$ cat config.mk
export PLATFORM = sky130hd
export DESIGN_NAME = cl_video_decoder
export DESIGN_NICKNAME = d
export VERILOG_FILES = /design/src/rtl/cl_video_decoder.sv
export SDC_FILE = /design/constraint.sdc
export NUM_CORES = 1
export LEC_CHECK = 0
export ABC_AREA = 1
export BUFFER_PORTS_ARGS = -buffer_cell sky130_fd_sc_hd__clkbuf_2
export CORE_MARGIN = 1.5
export CORE_UTILIZATION = 40
export DETAILED_ROUTE_END_ITERATION = 6
export GPL_TIMING_DRIVEN = 0
export PLACE_DENSITY_LB_ADDON = 0.15
export SYNTH_ARGS = -nofsm -noshare
export SYNTH_HDL_FRONTEND = slang
export SYNTH_SLANG_ARGS = --single-unit
$ cat constraint.sdc
create_clock -name clk -period 9.8 [get_ports clk]
set_clock_uncertainty 0.15 [all_clocks]
set_input_delay 0.49 -clock clk [delete_from_list [all_inputs] [get_ports clk]]
set_output_delay 0.49 -clock clk [all_outputs]
set_load 0.02 [all_outputs]
$ cat src/rtl/cl_video_decoder.sv
// Camera Link Base-config decoder: unpacks ports A/B/C from the 28-bit channel word and drives
// a registered video bus, measures frame geometry and flags sync errors.
module cl_video_decoder #(
    parameter int VID_DATA_SIZE = 24,
    parameter int CNT_WIDTH     = 16,
    parameter int USE_DVAL      = 0
) (
    input  logic                     clk,
    input  logic                     rst,
    input  logic [27:0]              Data,
    input  logic [1:0]               cfg_mode,
    input  logic                     err_clr,
    output logic                     vid_active_video,
    output logic [VID_DATA_SIZE-1:0] vid_data,
    output logic                     vid_hblank,
    output logic                     vid_vblank,
    output logic                     vid_sof,
    output logic                     vid_eol,
    output logic                     locked,
    output logic [CNT_WIDTH-1:0]     frame_width,
    output logic [CNT_WIDTH-1:0]     frame_height,
    output logic [CNT_WIDTH-1:0]     frame_count,
    output logic                     err_line_len,
    output logic                     err_lval_no_fval
);

    typedef enum logic [1:0] {
        UNSYNC,
        IDLE,
        FRAME
    } state_t;

    state_t state, state_next;

    logic [27:0] s1_data;
    logic        s1_valid;
    logic [7:0]  s1_a, s1_b, s1_c;

    logic        s2_valid, s2_lval, s2_fval, s2_dval;
    logic [7:0]  s2_a, s2_b, s2_c;

    logic [1:0]           mode_reg, mode_eff;
    logic                 sof_armed, prev_lval, first_seen;
    logic [CNT_WIDTH-1:0] pix_cnt, line_cnt, first_len;

    logic        frame_start, frame_end, beat_active, next_cont;
    logic        line_end, len_mismatch, lnf_event, synced_beat;
    logic [23:0] pix24;

    function automatic logic [CNT_WIDTH-1:0] sat_inc(input logic [CNT_WIDTH-1:0] v);
        return (v == '1) ? v : v + 1'b1;
    endfunction

    assign s1_a = {s1_data[5], s1_data[27], s1_data[6], s1_data[4:0]};
    assign s1_b = {s1_data[11], s1_data[10], s1_data[14:12], s1_data[9:7]};
    assign s1_c = {s1_data[17], s1_data[16], s1_data[22:18], s1_data[15]};

    // The valid bits keep the FSM from reading the cleared pipeline as a real FVAL=0 beat.
    always_ff @(posedge clk or posedge rst) begin
        if (rst) begin
            s1_data  <= '0;
            s1_valid <= 1'b0;
            s2_valid <= 1'b0;
            s2_lval  <= 1'b0;
            s2_fval  <= 1'b0;
            s2_dval  <= 1'b0;
            s2_a     <= '0;
            s2_b     <= '0;
            s2_c     <= '0;
        end else begin
            s1_data  <= Data;
            s1_valid <= 1'b1;
            s2_valid <= s1_valid;
            s2_lval  <= s1_data[24];
            s2_fval  <= s1_data[25];
            s2_dval  <= s1_data[26];
            s2_a     <= s1_a;
            s2_b     <= s1_b;
            s2_c     <= s1_c;
        end
    end

    always_ff @(posedge clk or posedge rst) begin
        if (rst) state <= UNSYNC;
        else     state <= state_next;
    end

    always_comb begin
        state_next = state;
        if (s2_valid) begin
            case (state)
                UNSYNC:  if (!s2_fval) state_next = IDLE;
                IDLE:    if (s2_fval)  state_next = FRAME;
                FRAME:   if (!s2_fval) state_next = IDLE;
                default: state_next = UNSYNC;
            endcase
        end
    end

    assign locked       = (state != UNSYNC);
    assign synced_beat  = s2_valid && (state != UNSYNC);
    assign frame_start  = s2_valid && (state == IDLE) && s2_fval;
    assign frame_end    = s2_valid && (state == FRAME) && !s2_fval;
    assign beat_active  = s2_valid && ((state == FRAME) || frame_start) && s2_fval && s2_lval
                          && ((USE_DVAL == 0) || s2_dval);
    // The beat behind in S1 is the look-ahead; DVAL is deliberately ignored here.
    assign next_cont    = s1_data[25] && s1_data[24];
    assign mode_eff     = (state == IDLE) ? cfg_mode : mode_reg;
    assign line_end     = s2_valid && (state == FRAME) && prev_lval && !s2_lval && (pix_cnt != '0);
    assign len_mismatch = line_end && first_seen && (pix_cnt != first_len);
    assign lnf_event    = s2_valid && s2_lval && !s2_fval;

    always_comb begin
        pix24 = '0;
        case (mode_eff)
            2'd0:    pix24 = {16'h0000, s2_a};
            2'd1:    pix24 = {8'h00, s2_a, s2_b};
            2'd2:    pix24 = {s2_a, s2_b, s2_c};
            default: pix24 = {8'h00, s2_b, s2_a};
        endcase
    end

    always_ff @(posedge clk or posedge rst) begin
        if (rst) begin
            mode_reg     <= '0;
            sof_armed    <= 1'b0;
            prev_lval    <= 1'b0;
            first_seen   <= 1'b0;
            pix_cnt      <= '0;
            line_cnt     <= '0;
            first_len    <= '0;
            frame_width  <= '0;
            frame_height <= '0;
            frame_count  <= '0;
        end else begin
            if (s2_valid) prev_lval <= s2_lval;
            if (frame_start) begin
                mode_reg   <= cfg_mode;
                sof_armed  <= !beat_active;
                pix_cnt    <= beat_active ? CNT_WIDTH'(1) : '0;
                line_cnt   <= '0;
                first_len  <= '0;
                first_seen <= 1'b0;
            end else if (s2_valid && (state == FRAME)) begin
                if (beat_active)   pix_cnt <= sat_inc(pix_cnt);
                else if (!s2_lval) pix_cnt <= '0;
                if (beat_active) sof_armed <= 1'b0;
                if (line_end) begin
                    line_cnt <= sat_inc(line_cnt);
                    if (!first_seen) begin
                        first_len  <= pix_cnt;
                        first_seen <= 1'b1;
                    end
                end
                // A line closed by the same beat that closes the frame still counts.
                if (frame_end) begin
                    sof_armed    <= 1'b0;
                    frame_width  <= first_seen ? first_len : (line_end ? pix_cnt : '0);
                    frame_height <= line_end ? sat_inc(line_cnt) : line_cnt;
                    frame_count  <= frame_count + 1'b1;
                end
            end
        end
    end

    always_ff @(posedge clk or posedge rst) begin
        if (rst) begin
            err_line_len     <= 1'b0;
            err_lval_no_fval <= 1'b0;
        end else begin
            err_line_len     <= len_mismatch || (err_line_len && !err_clr);
            err_lval_no_fval <= lnf_event || (err_lval_no_fval && !err_clr);
        end
    end

    always_ff @(posedge clk or posedge rst) begin
        if (rst) begin
            vid_active_video <= 1'b0;
            vid_data         <= '0;
            vid_hblank       <= 1'b1;
            vid_vblank       <= 1'b1;
            vid_sof          <= 1'b0;
            vid_eol          <= 1'b0;
        end else begin
            vid_active_video <= beat_active;
            vid_data         <= beat_active ? VID_DATA_SIZE'(pix24) : '0;
            vid_hblank       <= !(synced_beat && s2_lval);
            vid_vblank       <= !(synced_beat && s2_fval);
            vid_sof          <= beat_active && (sof_armed || frame_start);
            vid_eol          <= beat_active && !next_cont;
        end
    end

endmodule
# Yosys cells after proc, flatten, opt, wreduce, memory -nomap -nowiden
# Index checks and enable logic that the tools add are counted.
# Widths: inputs -> output; s select.
classes:
  add_sub_neg: 3
  n_eq_ne: 12
  n_mux: 29
  bitwise: 1
  reduce_logical: 47
op_table:
  columns: ["op", "count"]
  rows:
  - ["$mux 16", 15]
  - ["$pmux 24 s3", 1]
  - ["$add 16x1->16 const B", 3]
  - ["$eq 16x16->1 const B", 2]
  - ["$mux 24", 1]
  - ["$logic_and 1x1->1", 22]
  - ["$ne 16x16->1", 1]
  - ["$reduce_bool 16->1", 1]
  - ["$reduce_and 3->1", 4]
  - ["$mux 1", 8]
  - ["$logic_not 1->1", 7]
  - ["$mux 2", 3]
  - ["$reduce_bool 2->1", 3]
  - ["$eq 2x1->1 const B", 2]
  - ["$eq 2x2->1 const B", 2]
  - ["$logic_not 2->1", 2]
  - ["$logic_or 1x1->1", 4]
  - ["$ne 2x2->1 const B", 2]
  - ["$pmux 2 s2", 1]
  - ["$reduce_and 2->1", 2]
  - ["$ne 3x1->1 const B", 1]
  - ["$ne 3x3->1 const B", 1]
  - ["$reduce_bool 3->1", 1]
  - ["$ne 2x1->1 const B", 1]
  - ["other kinds (2)", 2]
word_totals:
  register_bits: 190
  inputBits: 33

# Logic depth before layout (Yosys ltp)
# Gate-level depths: netlist (run 1).
logic_depth:
  word_depth: 11
  mapped_depth: 13
  mapped_depth_nobuf: 11

# Least setup slack after synthesis (run 1)
# Ideal clock, no wire load.
synth_timing:
  path_kind: "register -> register"
  startpoint: "register pix_cnt[0]"
  endpoint: "register frame_height[3]"
  setup_time_ps: 117
  arrival_ps: 1598
  required_time_ps: 9533
  path_slack_ps: 7934
  stages_incl_launch_ff: 13
  n_path_buf: 2
  period_less_slack_ps: 1866
  path_cell_list: "dfrtp_1 clkbuf_1 inv_1 ha_1 nand2_1 nor2_1 nand2_1 nand2_4 inv_2 buf_6 or2_1 nand3_1 nand2_1"
synth_between:
  elab_chain_len: 3
synth_rtl:
  columns: ["item", "line", "rtl"]
  rows:
  - ["start, declared", "44", "logic [CNT_WIDTH-1:0] pix_cnt, line_cnt, first_len;"]
  - ["start signal, assigned", "140", "pix_cnt <= beat_active ? CNT_WIDTH'(1) : '0;"]
  - ["start signal, assigned", "145", "if (beat_active) pix_cnt <= sat_inc(pix_cnt);"]
  - ["$reduce_bool 16->1", "109", "assign line_end = s2_valid && (state == FRAME) && prev_lval && !s2_lval && (pix_cnt != '0);"]
  - ["$logic_and 1x1->1", "109", null]
  - ["$mux 16", null, null]
  - ["end signal, assigned", "159", "frame_height <= line_end ? sat_inc(line_cnt) : line_cnt;"]
  - ["end, declared", "21", "output logic [CNT_WIDTH-1:0] frame_height,"]
# Every way passes these cells.
# A chain may end at the register's enable or synchronous reset.

# Final worst setup path (run 1)
layout_timing:
  startpoint: "register pix_cnt[0]"
  endpoint: "register frame_height[12]"
# The elaborated chain is that of the path after synthesis.

==> results.txt, run 1 <==
----------------------------------------------------
[Status]
  Outcome ... completed

[Hold path]
  Hold depth ... 0
  Tightest Hold Check Type ... reg2reg
  Hold_sp ... s1_data[5]$_DFF_PP0_
  Destination of the worst hold path ... s2_a[7]$_DFF_PP0_

[STA]
  Setup violation total in the final timing report ... 0
  Final critical delay including setup and external delays ... 2.274 ns
  Achievable frequency ... 0.4397 GHz
  Total Negative Setup Slacks ... 0 ns
  Worst relative slew slack ... 0.5458
  Final critical-path share of the clock period ... 0.2321
  Total count of hold-check failures in the final report ... 0
  Max-slew violation total from the final report ... 0
  Least-Margin Pin Slew ... 0.6814 ns
  RSZ-0062 raised after global routing ... no

[Finish]
  Biggest regs ... s1_data: 26 flops, vid_data: 24 flops
  Area added between synthesis and finish ... 22.59%
  Number of flip-flops in the largest register ... 26
  Number of nets at the end of the flow ... 1099
  Ant diodes ... 0
  Register containing the most flip-flops in the final layout ... s1_data
  Count of fill cells added during filler insertion ... 1862
  Layout cell share with drive strength beyond 1 ... 0.1916
  Share of the core filled with cells ... 0.4981

[Logic synthesis]
  Syn nets ... 942
  Fraction of synthesized cell area in xor and xnor cells ... 0.04396
  Flip-flop and latch count after synthesis ... 188
  Dominant cells by area after synthesis ... dfrtp_1 (57%), nand2_1 (11%), nand3_1 (4.8%)
  Gate count after technology mapping ... 905
  Area fraction in and, or, nand and nor cells after synthesis ... 0.2503
  Sequential cell area fraction in the yosys report ... 0.5762
  Number of enable-type register cells in the synthesized netlist ... 0
  Mean Syn Cell Area ... 9.027 µm²
  Cell type with the largest total area after synthesis ... dfrtp_1
  Proportion of netlist area held by the largest area contributor ... 0.5698
  Area share of fa/ha/maj cells after synthesis ... 0.006127
  Most frequently used cell type in the post-synthesis netlist ... nand2_1
  Synthesized cell area ... 8169 µm²
  Synthesis warning total ... 0
  Most frequent cells after synthesis ... nand2_1 (241), dfrtp_1 (186), nor2_1 (101), nand3_1 (78), inv_1 (63)
  Combinational family with the most area after synthesis ... simple AND/OR/NAND/NOR gates
  Top_reg_cell synth ... dfrtp_1
  Proportion of synthesized flip-flops having asynchronous set or reset ... 1.000
  Post-synthesis mux area share ... 0
  Compound-Gate Fraction of Synth Area ... 0.06295
  Count of unique library cells instantiated by Yosys ... 40

[Global routing]
  Global-route congestion overflow total ... 0
  Wire length of the first global-routing pass ... 31380 µm
  Largest net degree at the start of global routing ... 128
  Global routing usage on met2 ... 0.2929
  Met3 Track Usage GR ... 0.03386
  Vias in the first global route ... 6087
  Global-route usage over all layers ... 0.1873
  Fraction of met1 tracks used by global routing ... 0.2632
  GRT busiest layer ... met2
  Number of antenna violations at the first check in global routing ... 0

[Route]
  Number of vias after detailed routing ... 6502
  Pre-Repair DR Iteration Count ... 5
  Remaining antenna violation count ... 0
  Post-route DRC violation count ... 0
  Count of routing violations after the opening detailed-route iteration ... 379
  Vias per std cell ... 4.834
  Sum of routed wire length over all layers ... 19390 µm
  Avg WL per Cell ... 14.42 µm

[CTS]
  Clock buffers created by TritonCTS ... 17
  CTS root buffer ... clkbuf_16
  CTS tree ... done
  Number of buffers between clock root and the deepest sink ... 2
  Number of clock sinks seen by CTS ... 188
  H-tree Lvls ... 4
  Count of instances resized after the clock tree is built ... 0
  Clock slew at reported path FFs ... 0.09 ns
  Clock Latency Late Sink ... 0.44 ns

[Worst setup path]
  Register-to-Register Setup Slack ... 7.53 ns
  Worst Reg-to-Reg Cells ... 12
  Startpoint Class ... flop
  Worst Setup Path Type ... reg2reg
  Required time of the worst setup path ... 9.99 ns
  Largest fanout on the critical path ... 10
  FF-to-FF Start ... pix_cnt[0]$_DFFE_PP0P_
  Endpoint kind of the worst setup timing path ... flop
  Capturing point of the worst reg2reg path ... frame_height[12]$_DFFE_PP0P_
  WP data arrival ... 2.46 ns

[Power and ir drop]
  Power share of the sequential group ... 0.430
  Switching power ... 735.5 µW
  Switching fraction of total power ... 0.3526
  Max IR drop VDD ... 0.1348 mV
  Internal power ... 1350 µW
  Clock group share of total power ... 0.356
  Ratio of total power to cell area ... 208.3 nW/µm²
  Leakage power summed over all cells ... 0.004982 µW
  Combinational cell fraction of total power ... 0.214

[Floorplan]
  Chip width ... 145.9 µm
  Core outline area ... 20100 µm²
  Row count ... 52
  Starting density of the core ... 0.4063
  Top Ports ... 113
  Die Footprint ... 21290 µm²
  DIE HEIGHT ... 145.9 µm

[Placed design]
  Count of buffers inserted at the top-level ports ... 110
  Routability congestion estimate from global placement ... 0.8573
  Estimated wirelength of the detail-placed design ... 13540 µm

[Run]
  Maximum Capacitance Violations ... 0

----------------------------------------------------
==> layout by cell type (no fill, tap or decap), types with 19 or more instances in the layout <==
cell	Yosys	layout
nand2_1	241	241
xnor2_1	21	21
a21oi_1	43	43
buf_2	19	19
nand3_1	78	78
dlygate4sd3_1	0	27
nor2_1	101	101
clkbuf_2	1	111
xor2_1	20	20
o21ai_0	23	23
dfrtp_1	186	186
inv_1	63	62
==> power groups by stage <==
stage	clock network [µW]	registers, µW	logic (µW)
after detailed placement	0	913	440
after floorplan	0	963	240
final	742	897	447
after global placement	0	913	433
after CTS	760	898	449
after global routing	789	906	490
==> metrics by stage <==
stage / power [µW] / hold WS [ns] / cells / worst slack (ns) / cell area [µm²]
2_1_floorplan: 1203 / 0.1812 / 905 / 4.050 / 8169
3_3_place_gp: 1346 / 0.1823 / 1285 / 1.834 / 9057
3_5_place_dp: 1353 / 0.1847 / 1286 / 7.567 / 9092
4_1_cts: 2107 / 0.1954 / 1345 / 7.563 / 10010
5_1_grt: 2185 / 0.1956 / 1345 / 7.298 / 10010
6_report: 2086 / 0.2009 / 1345 / 7.526 / 10010
==> cell families after synthesis <==
group / Yosys count
xor gates and xnor gates: 41
AOI/OAI and AO/OA: 92
and+or+nand+nor: 470
other: 1
DFF: 188
adders and majority gates: 4
buffers and inverters: 109
==> layout make-up <==
cell class,count,area (µm²),area share
buffer,41,235.2,0.02349
multi-input combinational,608,2972,0.2967
inverter,68,262.8,0.02624
sequential,188,4707,0.4700
clock inverter,15,226.5,0.02261
timing repair buffer,138,848.3,0.08471
clock buffer,17,425.4,0.04248
tap,270,337.8,0.03373
==> per-layer routing <==
layer	part of all wire	vias to the layer above
li1	-	3208
met1	0.48	3128
met2	0.47	145
met3	0.034	21
met4	0.019	0
met5	0	-
==> worst max-delay path by stage <==
stage | from | end | slack (ns) | depth (start not counted)
after floorplan | rst | err_line_len$_DFF_PP0_ | 4.05 | 1
after global placement | rst | frame_width[8]$_DFFE_PP0P_ | 1.83 | 2
after detailed placement | pix_cnt[0]$_DFFE_PP0P_ | frame_height[12]$_DFFE_PP0P_ | 7.57 | 12
after CTS | pix_cnt[0]$_DFFE_PP0P_ | frame_height[12]$_DFFE_PP0P_ | 7.56 | 12
after global routing | line_cnt[0]$_DFFE_PP0P_ | frame_height[0]$_DFFE_PP0P_ | 7.30 | 10
final | pix_cnt[0]$_DFFE_PP0P_ | frame_height[12]$_DFFE_PP0P_ | 7.53 | 12
==> worst max-delay path: stages (launching register included) <==
cell	delay, ns
dfrtp_1	0.36
clkbuf_1	0.34
inv_1	0.15
ha_1	0.22
nand2_1	0.06
nor2_1	0.04
nand2_1	0.15
nand2_4	0.11
inv_2	0.09
buf_4	0.18
nand3_1	0.10
nand3_1	0.14
nand2_1	0.06
==> timing repair <==
action | CTS | global route
setup buffers | 0 | 0
endpoints found under the hold margin | 87 | 0
hold buffers | 27 | 0
No activity file was read; power rests on OpenSTA's default activity.
==> inputs of run 2 (changes only) <==
Clock period 9.8 ns to 2.1 ns, I/O delays scaled along.
==> run 2 against run 1 <==
Effect of this change: critical path depth unchanged; critical path type unchanged; clock-buffer cell count did not move; global-route usage grew 0.24 points; sequential power grew to 4.7 times the previous value; clock power rose to 4.7 times the previous value; highest routed layer unchanged; die area stayed put; total power rose to 4.7 times the previous value; utilization is 1.0 points higher.
==> results.txt, run 2 (synthesized netlist as in run 1, its figures left out) <==
----------------------------------------------------
[Route]
  Count of routing violations after the opening detailed-route iteration ... 367 (was 379)
  Highest signal layer in the routed design ... met4 (unchanged)
  Pre-Repair DR Iteration Count ... 4 (was 5)
  Met2 WL ... 9102 µm (was 9121 µm)
  Sum of routed wire length over all layers ... 19430 µm (was 19390 µm)
  Remaining antenna violation count ... 0 (unchanged)
  Post-Route M1 WL ... 9373 µm (was 9247 µm)
  Avg WL per Cell ... 14.30 µm (was 14.42 µm)
  Post-route DRC violation count ... 0 (unchanged)
  Vias per std cell ... 4.766 (was 4.834)
  Wire length on met3 ... 623 µm (was 658 µm)
  Number of vias after detailed routing ... 6477 (was 6502)

[Finish]
  Number of flip-flops in the largest register ... 26 (unchanged)
  Number of nets at the end of the flow ... 1113 (was 1099)
  Layout cell share with drive strength beyond 1 ... 0.2112 (was 0.1916)
  Commonest non-fill, non-tap cell in the layout ... nand2_1 (unchanged)
  Top library cells by usage in the layout, fill and taps aside ... nand2_1 (240), dfrtp_1 (183), clkbuf_2 (111), nor2_1 (99), nand3_1 (76) (was nand2_1 (241), dfrtp_1 (186), clkbuf_2 (111), nor2_1 (101), nand3_1 (78))
  Share of the core filled with cells ... 0.5085 (was 0.4981)
  Area added between synthesis and finish ... 25.15% (was 22.59%)
  Register containing the most flip-flops in the final layout ... s1_data (unchanged)
  Biggest regs ... s1_data: 26 flops, vid_data: 24 flops (unchanged)
  Ant diodes ... 0 (unchanged)

[Worst setup path]
  Worst Setup Path Type ... reg2reg (unchanged)
  WP data arrival ... 2.19 ns (was 2.46 ns)
  Endpoint kind of the worst setup timing path ... flop (unchanged)
  Startpoint Class ... flop (unchanged)
  Required time of the worst setup path ... 2.28 ns (was 9.99 ns)
  Largest fanout on the critical path ... 10 (unchanged)

[Power and ir drop]
  Internal power ... 6344 µW (was 1350 µW)
  Leakage power summed over all cells ... 0.005079 µW (was 0.004982 µW)
  Switching fraction of total power ... 0.3506 (was 0.3526)
  Power share of the sequential group ... 0.430 (about the same)
  Max IR drop VDD ... 0.5648 mV (was 0.1348 mV)
  Ratio of total power to cell area ... 955.5 nW/µm² (was 208.3 nW/µm²)
  Switching power ... 3425 µW (was 735.5 µW)
  Clock group share of total power ... 0.355 (was 0.356)
  Combinational cell fraction of total power ... 0.215 (was 0.214)

[Status]
  Outcome ... completed (unchanged)

[Run]
  Maximum Capacitance Violations ... 0 (unchanged)

[Global routing]
  Global-route congestion overflow total ... 0 (unchanged)
  Wire length of the first global-routing pass ... 31870 µm (was 31380 µm)
  Number of antenna violations at the first check in global routing ... 0 (unchanged)
  Vias in the first global route ... 6297 (was 6087)
  Global-route usage over all layers ... 0.1897 (was 0.1873)
  Largest net degree at the start of global routing ... 45 (was 128)

[STA]
  Least-Margin Pin Slew ... 0.6225 ns (was 0.6814 ns)
  Final critical delay including setup and external delays ... 2.004 ns (was 2.274 ns)
  Setup violation total in the final timing report ... 0 (unchanged)
  Max-slew violation total from the final report ... 0 (unchanged)
  Achievable frequency ... 0.4991 GHz (was 0.4397 GHz)
  Total count of hold-check failures in the final report ... 0 (unchanged)
  Total Negative Setup Slacks ... 0 ns (unchanged)
  Crit path setup slack, layout ... 0.09628 ns (was 7.526 ns)
  Final critical-path share of the clock period ... 0.9542 (was 0.2321)
  Worst relative slew slack ... 0.5850 (was 0.5458)

[CTS]
  Clock buffers created by TritonCTS ... 17 (unchanged)
  CTS root buffer ... clkbuf_16 (unchanged)
  Clock Latency Late Sink ... 0.44 ns (about the same)
  Number of buffers between clock root and the deepest sink ... 2 (unchanged)
  CTS tree ... done (unchanged)
  Clock slew at reported path FFs ... 0.08 ns (was 0.09 ns)
  H-tree Lvls ... 4 (unchanged)
  Number of clock sinks seen by CTS ... 188 (unchanged)

[Floorplan]
  Starting density of the core ... 0.4063 (unchanged)
  Row count ... 52 (unchanged)
  DIE HEIGHT ... 145.9 µm (unchanged)
  Die Footprint ... 21290 µm² (unchanged)
  Core outline area ... 20100 µm² (unchanged)
  Chip width ... 145.9 µm (unchanged)
  Top Ports ... 113 (unchanged)

[Placed design]
  Routability congestion estimate from global placement ... 0.8450 (was 0.8573)
  Estimated wirelength of the detail-placed design ... 13790 µm (was 13540 µm)
  Worst setup timing slack at the placement stage ... -0.1343 ns (was 7.567 ns)
  Count of buffers inserted at the top-level ports ... 110 (unchanged)

[Hold path]
  Tightest Hold Check Type ... in2async (was reg2reg)

----------------------------------------------------
-- run 2: changes by cell type in the layout (fill, tap and decap cells not counted), moves of 2 or more --
cell,previous run,this run
buf_12,0,5
buf_4,7,14
dfrtp_1,186,183
dfrtp_2,0,3
dlygate4sd3_1,27,30
nand3_1,78,76
nand3_2,1,3
nor2_1,101,99
-- run 2: timing repair --
item	4_1_cts	5_1_grt
setup endpoints to repair	59	59
hold buffers	30	0
pin swaps	1	2
endpoints found under the hold margin	189	0
gates resized for setup	4	16
buffers inserted	1	6
-- run 2: power groups by stage --
stage,Sequential (µW),Clock (µW),Combinational (µW)
global route,4240,3710,2330
global placement,4270,0,2020
detailed placement,4270,0,2060
floorplan,4490,0,1120
finish,4200,3470,2100
CTS,4200,3550,2110
-- run 2: final timing paths --
path | end | start | slack, ns | cells after the start
max in group asynchronous | line_cnt[0]$_DFFE_PP0P_ | rst | 0.95 | 5
max | frame_height[3]$_DFFE_PP0P_ | pix_cnt[0]$_DFFE_PP0P_ | 0.1 | 12
max reg2reg | frame_height[3]$_DFFE_PP0P_ | pix_cnt[0]$_DFFE_PP0P_ | 0.1 | 12
min reg2reg | s2_valid$_DFF_PP0_ | s1_valid$_DFF_PP0_ | 0.20 | 0
min | line_cnt[12]$_DFFE_PP0P_ | rst | 0.10 | 3
min in group clk | s1_data[21]$_DFF_PP0_ | Data[21] | 0.15 | 2
-- run 2: layout make-up --
| class | count | area (µm²) |
|---|---|---|
| Sequential cell | 188 | 4711 |
| Inverter | 68 | 259.0 |
| Tap cell | 270 | 337.8 |
| Clock inverter | 15 | 230.2 |
| Clock buffer | 17 | 425.4 |
| Fill cell | 1910 | 9881 |
| Multi-Input combinational cell | 608 | 3012 |
| Timing Repair Buffer | 152 | 1003 |
| Buffer | 41 | 245.2 |
-- run 2: per-layer routing --
metal  vias up  GRT usage
met5         -          0
met4         0    0.05969
met3        21    0.04138
met2       121     0.3017
met1      3105     0.2598
li1       3230          -
-- run 2: through the flow --
stage               std cells  power (µW)  hold WS [ns]  area [µm²]
floorplan                 905        5613      -0.01357        8173
global placement         1285        6289       0.06266        9061
detailed placement       1290        6324       0.02489        9161
CTS                      1353        9862        0.1074       10130
global route             1359       10290        0.1230       10220
finish                   1359        9768        0.1047       10220
-- run 2: worst max-delay path: stages (launching register included) --
cell and delay [ns]:
dfrtp_1 0.41, buf_6 0.15, inv_2 0.07, ha_1 0.14, nand2_1 0.05, nor2_1 0.12, nand2_2 0.10, nand2_4 0.13
inv_2 0.06, buf_6 0.14, or2_1 0.22, nand3_1 0.09, nand2_1 0.06
